## config.mk

```make
export PLATFORM = sky130hd
export DESIGN_NAME = fifo_level
export DESIGN_NICKNAME = d
export VERILOG_FILES = /design/src/rtl/fifo_level.sv
export SDC_FILE = /design/constraint.sdc
export NUM_CORES = 1
export LEC_CHECK = 0
export ABC_CLOCK_PERIOD_IN_PS = 4500
export BUFFER_PORTS_ARGS = -buffer_cell sky130_fd_sc_hd__clkbuf_2
export CAP_MARGIN = 15
export CORE_MARGIN = 2
export CORE_UTILIZATION = 35
export CTS_CLUSTER_SIZE = 10
export DETAILED_ROUTE_END_ITERATION = 8
export HOLD_SLACK_MARGIN = 0.08
export PLACE_DENSITY = 0.52
export SKIP_CTS_REPAIR_TIMING = 1
export SYNTH_ARGS = -nofsm -noshare
export SYNTH_HDL_FRONTEND = slang
export SYNTH_SLANG_ARGS = --single-unit
```

## constraint.sdc

```tcl
create_clock -name clock -period 4.5 [get_ports clock]
set_input_delay 0.9 -clock clock [delete_from_list [all_inputs] [get_ports clock]]
set_output_delay 0.9 -clock clock [all_outputs]
set_load 0.01 [all_outputs]
```

## src/rtl/fifo_level.sv

```systemverilog
// fifo_level: single-clock FIFO with fill level, programmable almost flags,
// sticky overflow/underflow and registered or fall-through read data.
module fifo_level #(
    parameter int bitWidth         = 32,
    parameter int nrOfEntries      = 16,
    parameter int almostFullLevel  = 12,
    parameter int almostEmptyLevel = 4,
    parameter bit fallThrough      = 1'b0
) (
    input  logic                             clock,
    input  logic                             reset,
    input  logic                             push,
    input  logic [bitWidth-1:0]              pushData,
    input  logic                             pop,
    output logic [bitWidth-1:0]              popData,
    output logic                             full,
    output logic                             empty,
    output logic                             almostFull,
    output logic                             almostEmpty,
    output logic [$clog2(nrOfEntries):0]     fillCount,
    output logic                             overflow,
    output logic                             underflow,
    input  logic                             clearErrors
);
    localparam int AW = $clog2(nrOfEntries);
    localparam int CW = AW + 1;
    localparam logic [CW-1:0] DEPTH = CW'(nrOfEntries);
    localparam logic [CW-1:0] AF    = CW'(almostFullLevel);
    localparam logic [CW-1:0] AE    = CW'(almostEmptyLevel);

    logic [bitWidth-1:0] mem [nrOfEntries];
    logic [AW-1:0]       rd_ptr, wr_ptr;
    logic                pop_acc, push_acc, inc, dec;

    assign pop_acc     = pop & ~empty;
    assign push_acc    = push & (~full | pop_acc);
    assign inc         = push_acc & ~pop_acc;
    assign dec         = pop_acc & ~push_acc;
    assign empty       = fillCount == '0;
    assign full        = fillCount == DEPTH;
    assign almostFull  = fillCount >= AF;
    assign almostEmpty = fillCount <= AE;

    always_ff @(posedge clock)
        if (push_acc) mem[wr_ptr] <= pushData;

    // a new error event outranks a same-cycle clear
    always_ff @(posedge clock or negedge reset)
        if (!reset) begin
            rd_ptr    <= '0;
            wr_ptr    <= '0;
            fillCount <= '0;
            overflow  <= 1'b0;
            underflow <= 1'b0;
        end else begin
            if (push_acc) wr_ptr <= wr_ptr + 1'b1;
            if (pop_acc) rd_ptr <= rd_ptr + 1'b1;
            fillCount <= fillCount + {{AW{1'b0}}, inc} - {{AW{1'b0}}, dec};
            overflow  <= (push & ~push_acc) | (overflow & ~clearErrors);
            underflow <= (pop & empty) | (underflow & ~clearErrors);
        end

    generate
        if (fallThrough) begin : g_fwft
            assign popData = mem[rd_ptr];
        end else begin : g_reg
            always_ff @(posedge clock or negedge reset)
                if (!reset) popData <= '0;
                else if (pop_acc) popData <= mem[rd_ptr];
        end
    endgenerate
endmodule

```

# Word-level counts from Yosys, hierarchy flattened
# Memory sizes are Yosys's and may differ from the RTL's. A register that Yosys moved wholly into a read port is not among the register bits.
# Cells that the tools add are included.
# W data, S select, Z words.
# word_totals
out_inout_bits	43
memories	1
word_cells	33
mem_bits_ro	0
input_bits	37
ram_bits	512
latchBits	0
regBits	15
# classes
eq_ne	1
order_cmp	2
n_reduce_logical	2
n_addsub	4
n_mul	0
shifts	0
n_mux	2
div_mod_pow	0
bitwise	16
# memory_table
memory	depth	width	rd	rd_ports_with_merged_regs	write_ports	line_no	rtl
mem	16	32	1	1	1	31	logic [bitWidth-1:0] mem [nrOfEntries];
# op_table
cell	n
$add A4 B1 Y4 const B	2
$and A1 B1 Y1	8
$add A5 B1 Y5	1
$eq A5 B5 Y1 const B	1
$ge A5 B4 Y1 const B	1
$le A5 B3 Y1 const B	1
$logic_not A5 Y1	1
$not A1 Y1	5
$sub A5 B1 Y5	1
$or A1 B1 Y1	3
$mux W1	2
$logic_not A1 Y1	1

# Depth between registers and ports, before layout
# logic_depth
word_depth	8
depth_mapped	13
mapped_depth_nobuf	10

# Worst setup path after synthesis
# No wires, ideal clock.
# synth_timing
path_kind	input to register
from	input port pop
to	memory mem[2][0] (enable)
arrival_ns	3.823
stages	4
setup_slack_ns	0.216
path_buffers	2
t_required_ns	4.039
setup_time_ns	0.461
path_cell_list	clkbuf_1 clkbuf_1 o211ai_1 nor3_1
# synth_between
elab_chain_len	5
# synth_rtl
element	line_no	rtl
from (decl)	14	input logic pop,
$and A1 B1 Y1	35	assign pop_acc = pop & ~empty;
$or A1 B1 Y1	36	assign push_acc = push & (~full | pop_acc);
$and A1 B1 Y1	36	
$mux W1	45	if (push_acc) mem[wr_ptr] <= pushData;
$mux W1 (not written as such)	45	
to (decl)	31	
# Every way passes these cells.

# Final worst setup path
# layout_timing
from	register fillCount[3]
to	output port empty
# layout_between
elab_chain_len	1
# layout_rtl
element	line_no	rtl
from (decl)	20	output logic [$clog2(nrOfEntries):0] fillCount,
from (signal assigned)	58	fillCount <= fillCount + {{AW{1'b0}}, inc} - {{AW{1'b0}}, dec};
$logic_not A5 Y1	39	assign empty = fillCount == '0;
to (decl)	17	output logic empty,
# Every way passes these cells.

==> summary.md <==
| Metric | Value |
|---|---|
| Status | `complete, no violations` |
| Final critical-path required period | `3.44 ns` |
| WL/cell | `26.1 um` |
| HP Class | `in2async` |
| Diodes inserted | `0` |
| Die span in y | `252 um` |
| Fillers | `5340` |
| LEAKAGE | `8.17 nW` |
| Routability-driven placement congestion ratio | `0.745` |
| Fmax achieved | `291 MHz` |
| First-pass iteration count of the detailed router | `5` |
| Register area share after synthesis | `76.9%` |
| Clk_lat worst skew | `0.60 ns` |
| Htree depth | `3` |
| Mapped Cells | `959` |
| Crit path DAT | `2.54 ns` |
| DRC viols | `0` |
| Comb power frac | `26.3%` |
| WL final | `49900 um` |
| DR vias/cell | `5.30` |
| Mean Syn Cell Area | `22.5 sq um` |
| GRT Total Usage | `16.1%` |
| Count leader, synth | `edfxtp_1` |
| Peak supply drop | `0.000349 V` |
| Pre-CTS setup slack | `1.36 ns` |
| Synthesized area | `21500 sq um` |
| Fin crit share | `76.4%` |
| Share of cells above drive strength 1 | `33.2%` |
| Flop pwr share | `42.6%` |
| Sw power | `4.81 mW` |
| Die area | `63500 sq um` |
| Initial Utilization | `35.5%` |
| Unique cell type count in the Yosys netlist | `38` |
| Internal power | `11.3 mW` |
| Largest net degree at the start of global routing | `78` |
| Post-synth EDFFs | `512` |
| CTS tree | `yes` |
| Ys flop type | `edfxtp_1` |
| Largest area contributor in the netlist | `edfxtp_1` |
| Power share of the clock group | `31.1%` |
| TritonCTS Buffers | `67` |
| YS warnings | `0` |
| Area Overhead vs Synth | `16.4%` |
| CP endpoint kind | `output pin` |
| First-pass GRT wire length | `73800 um` |
| Final ANT Viol Nets | `0` |
| Antenna violations before repair | `1` |
| Root Driver | `clkbuf_16` |
| Syn_nets | `1011` |
| CP required | `3.60 ns` |
| Setup-failing EPs final | `0` |
| Site Rows | `90` |
| Ports | `80` |
| Pins Over Slew Limit | `0` |
| Ys async rst share | `8.41%` |
| Flops & latches, synth | `559` |
| CTS Buffer Depth | `3` |
| Final Hold Fails | `0` |
| Reg area | `16600 sq um` |
| Multi-input gate area | `4730 sq um` |
| CP startpoint kind | `flip-flop` |
| Setup CP Type | `reg2out` |
| PortBufs | `79` |
| Fin util | `41.4%` |
| Switching share of power | `29.9%` |
| Flop-to-flop setup slack | `1.34 ns` |
| Post-route setup slack | `1.06 ns` |
| # Max-Cap Violations | `0` |
| Slew margin rel. | `33.8%` |
| Synth top cells by count | `edfxtp_1 (512), mux4_2 (128), dfrtp_1 (47)` |
| Nets | `1132` |
| Vias | `10100` |
| Pwr dens | `642 nW/um^2` |
| Gr ovfl total | `0` |
| Post-DP HPWL | `28900 um` |
| Worst-Margin Slew | `0.993 ns` |
| Setup TNS | `0 ns` |
| Post-synth top area share | `71.4%` |
| Core area | `60600 sq um` |
| Synth area leaders | `edfxtp_1 (71%), mux4_2 (13%), dfrtp_1 (5.5%)` |
| Clock transition at path regs | `0.05 ns` |
| CTS sink count | `559` |
| Initial drt markers | `896` |
| RSZ-0062 raised after global routing | `false` |
| Clock Skew | `0.0203 ns` |
| CP Max Fanout | `37` |
| Vias in the first global route | `10700` |
| Die width | `252 um` |
-- worst paths after layout --
kind / from / endpoint / cells past startpoint
setup reg to reg: fillCount[3] / fillCount[4] / 11
hold / removal: reset / popData[17] / 1
min in group clock: underflow / underflow / 1
hold reg to reg: underflow / underflow / 1
setup / recovery: fillCount[3] / empty / 6
max in group asynchronous: reset / rd_ptr[3] / 2
-- stage by stage --
step | hold WS, ns | cell area [sq um] | instances | total power, mW
floorplan | 0.505 | 21500 | 959 | 9.82
global placement | 0.507 | 23000 | 1793 | 11.3
detailed placement | 0.517 | 23000 | 1793 | 11.3
CTS | 0.391 | 25100 | 1913 | 16.4
global route | 0.431 | 25100 | 1913 | 16.9
finish | 0.402 | 25100 | 1913 | 16.1
-- metal layers --
layer  vias to the layer above  track usage, %  wire length, um
li1                       4319               -                -
met1                      5486            22.6            22400
met2                       253            25.3            23800
met3                        73            3.51             2720
met4                         2            5.16              997
met5                         -               0               11
-- worst max-delay path, cell delays in order, from the launching register on --
cell      delay, ns
dfrtp_1        0.42
inv_1          0.15
ha_1           0.18
or4b_2         0.59
buf_4          0.32
inv_1          0.15
clkbuf_2       0.14
-- power by group through the flow --
stage | registers (mW) | logic, mW | clock network (mW)
after detailed placement | 6.97 | 4.35 | 0
after floorplan | 6.73 | 3.09 | 0
after CTS | 6.87 | 4.35 | 5.15
after global placement | 6.96 | 4.34 | 0
final | 6.85 | 4.24 | 5.00
after global routing | 6.93 | 4.59 | 5.36
-- flip-flops by register name, indices dropped and copies added (netlist names) --
signal,flops
rd_ptr,4
popData,32
underflow,1
mem,512
fillCount,5
overflow,1
wr_ptr,4
-- cell type report --
class                      instances  share of cell area (%)
timing repair buffer             113                    2.94
clock inverter                     8                   0.389
sequential                       559                    66.1
clock buffer                     112                    7.70
inverter                           9                   0.135
multi-input combinational        330                    18.9
tap                              782                    3.90
-- logic make-up after synthesis --
logic type	synth area share (%)
DFF	76.9
muxes	15.0
AOI/OAI and AO/OA	4.33
buffers and inverters	1.69
and+or+nand+nor	0.813
adders and majority gates	0.906
xor gates and xnor gates	0.366
-- cell usage in the layout, fill, tap and decap left out, drive strengths merged, types with 2 or more instances in the layout --
cell type	synthesis	routed
edfxtp	512	512
clkbuf	21	190
mux4	128	128
dfrtp	47	47
buf	40	35
a21oi	34	34
mux2i	33	33
o22ai	32	32
a221oi	32	32
ha	14	14
nor2	14	14
inv	9	12
xnor2	6	6
o211ai	5	5
nor3	4	4
nand2b	4	4
clkinv	0	4
xor2	3	3
and3	3	3
nand2	2	2
a22o	2	2
nand3	2	2
mux2	2	2
(Power assumes the default switching activity.)
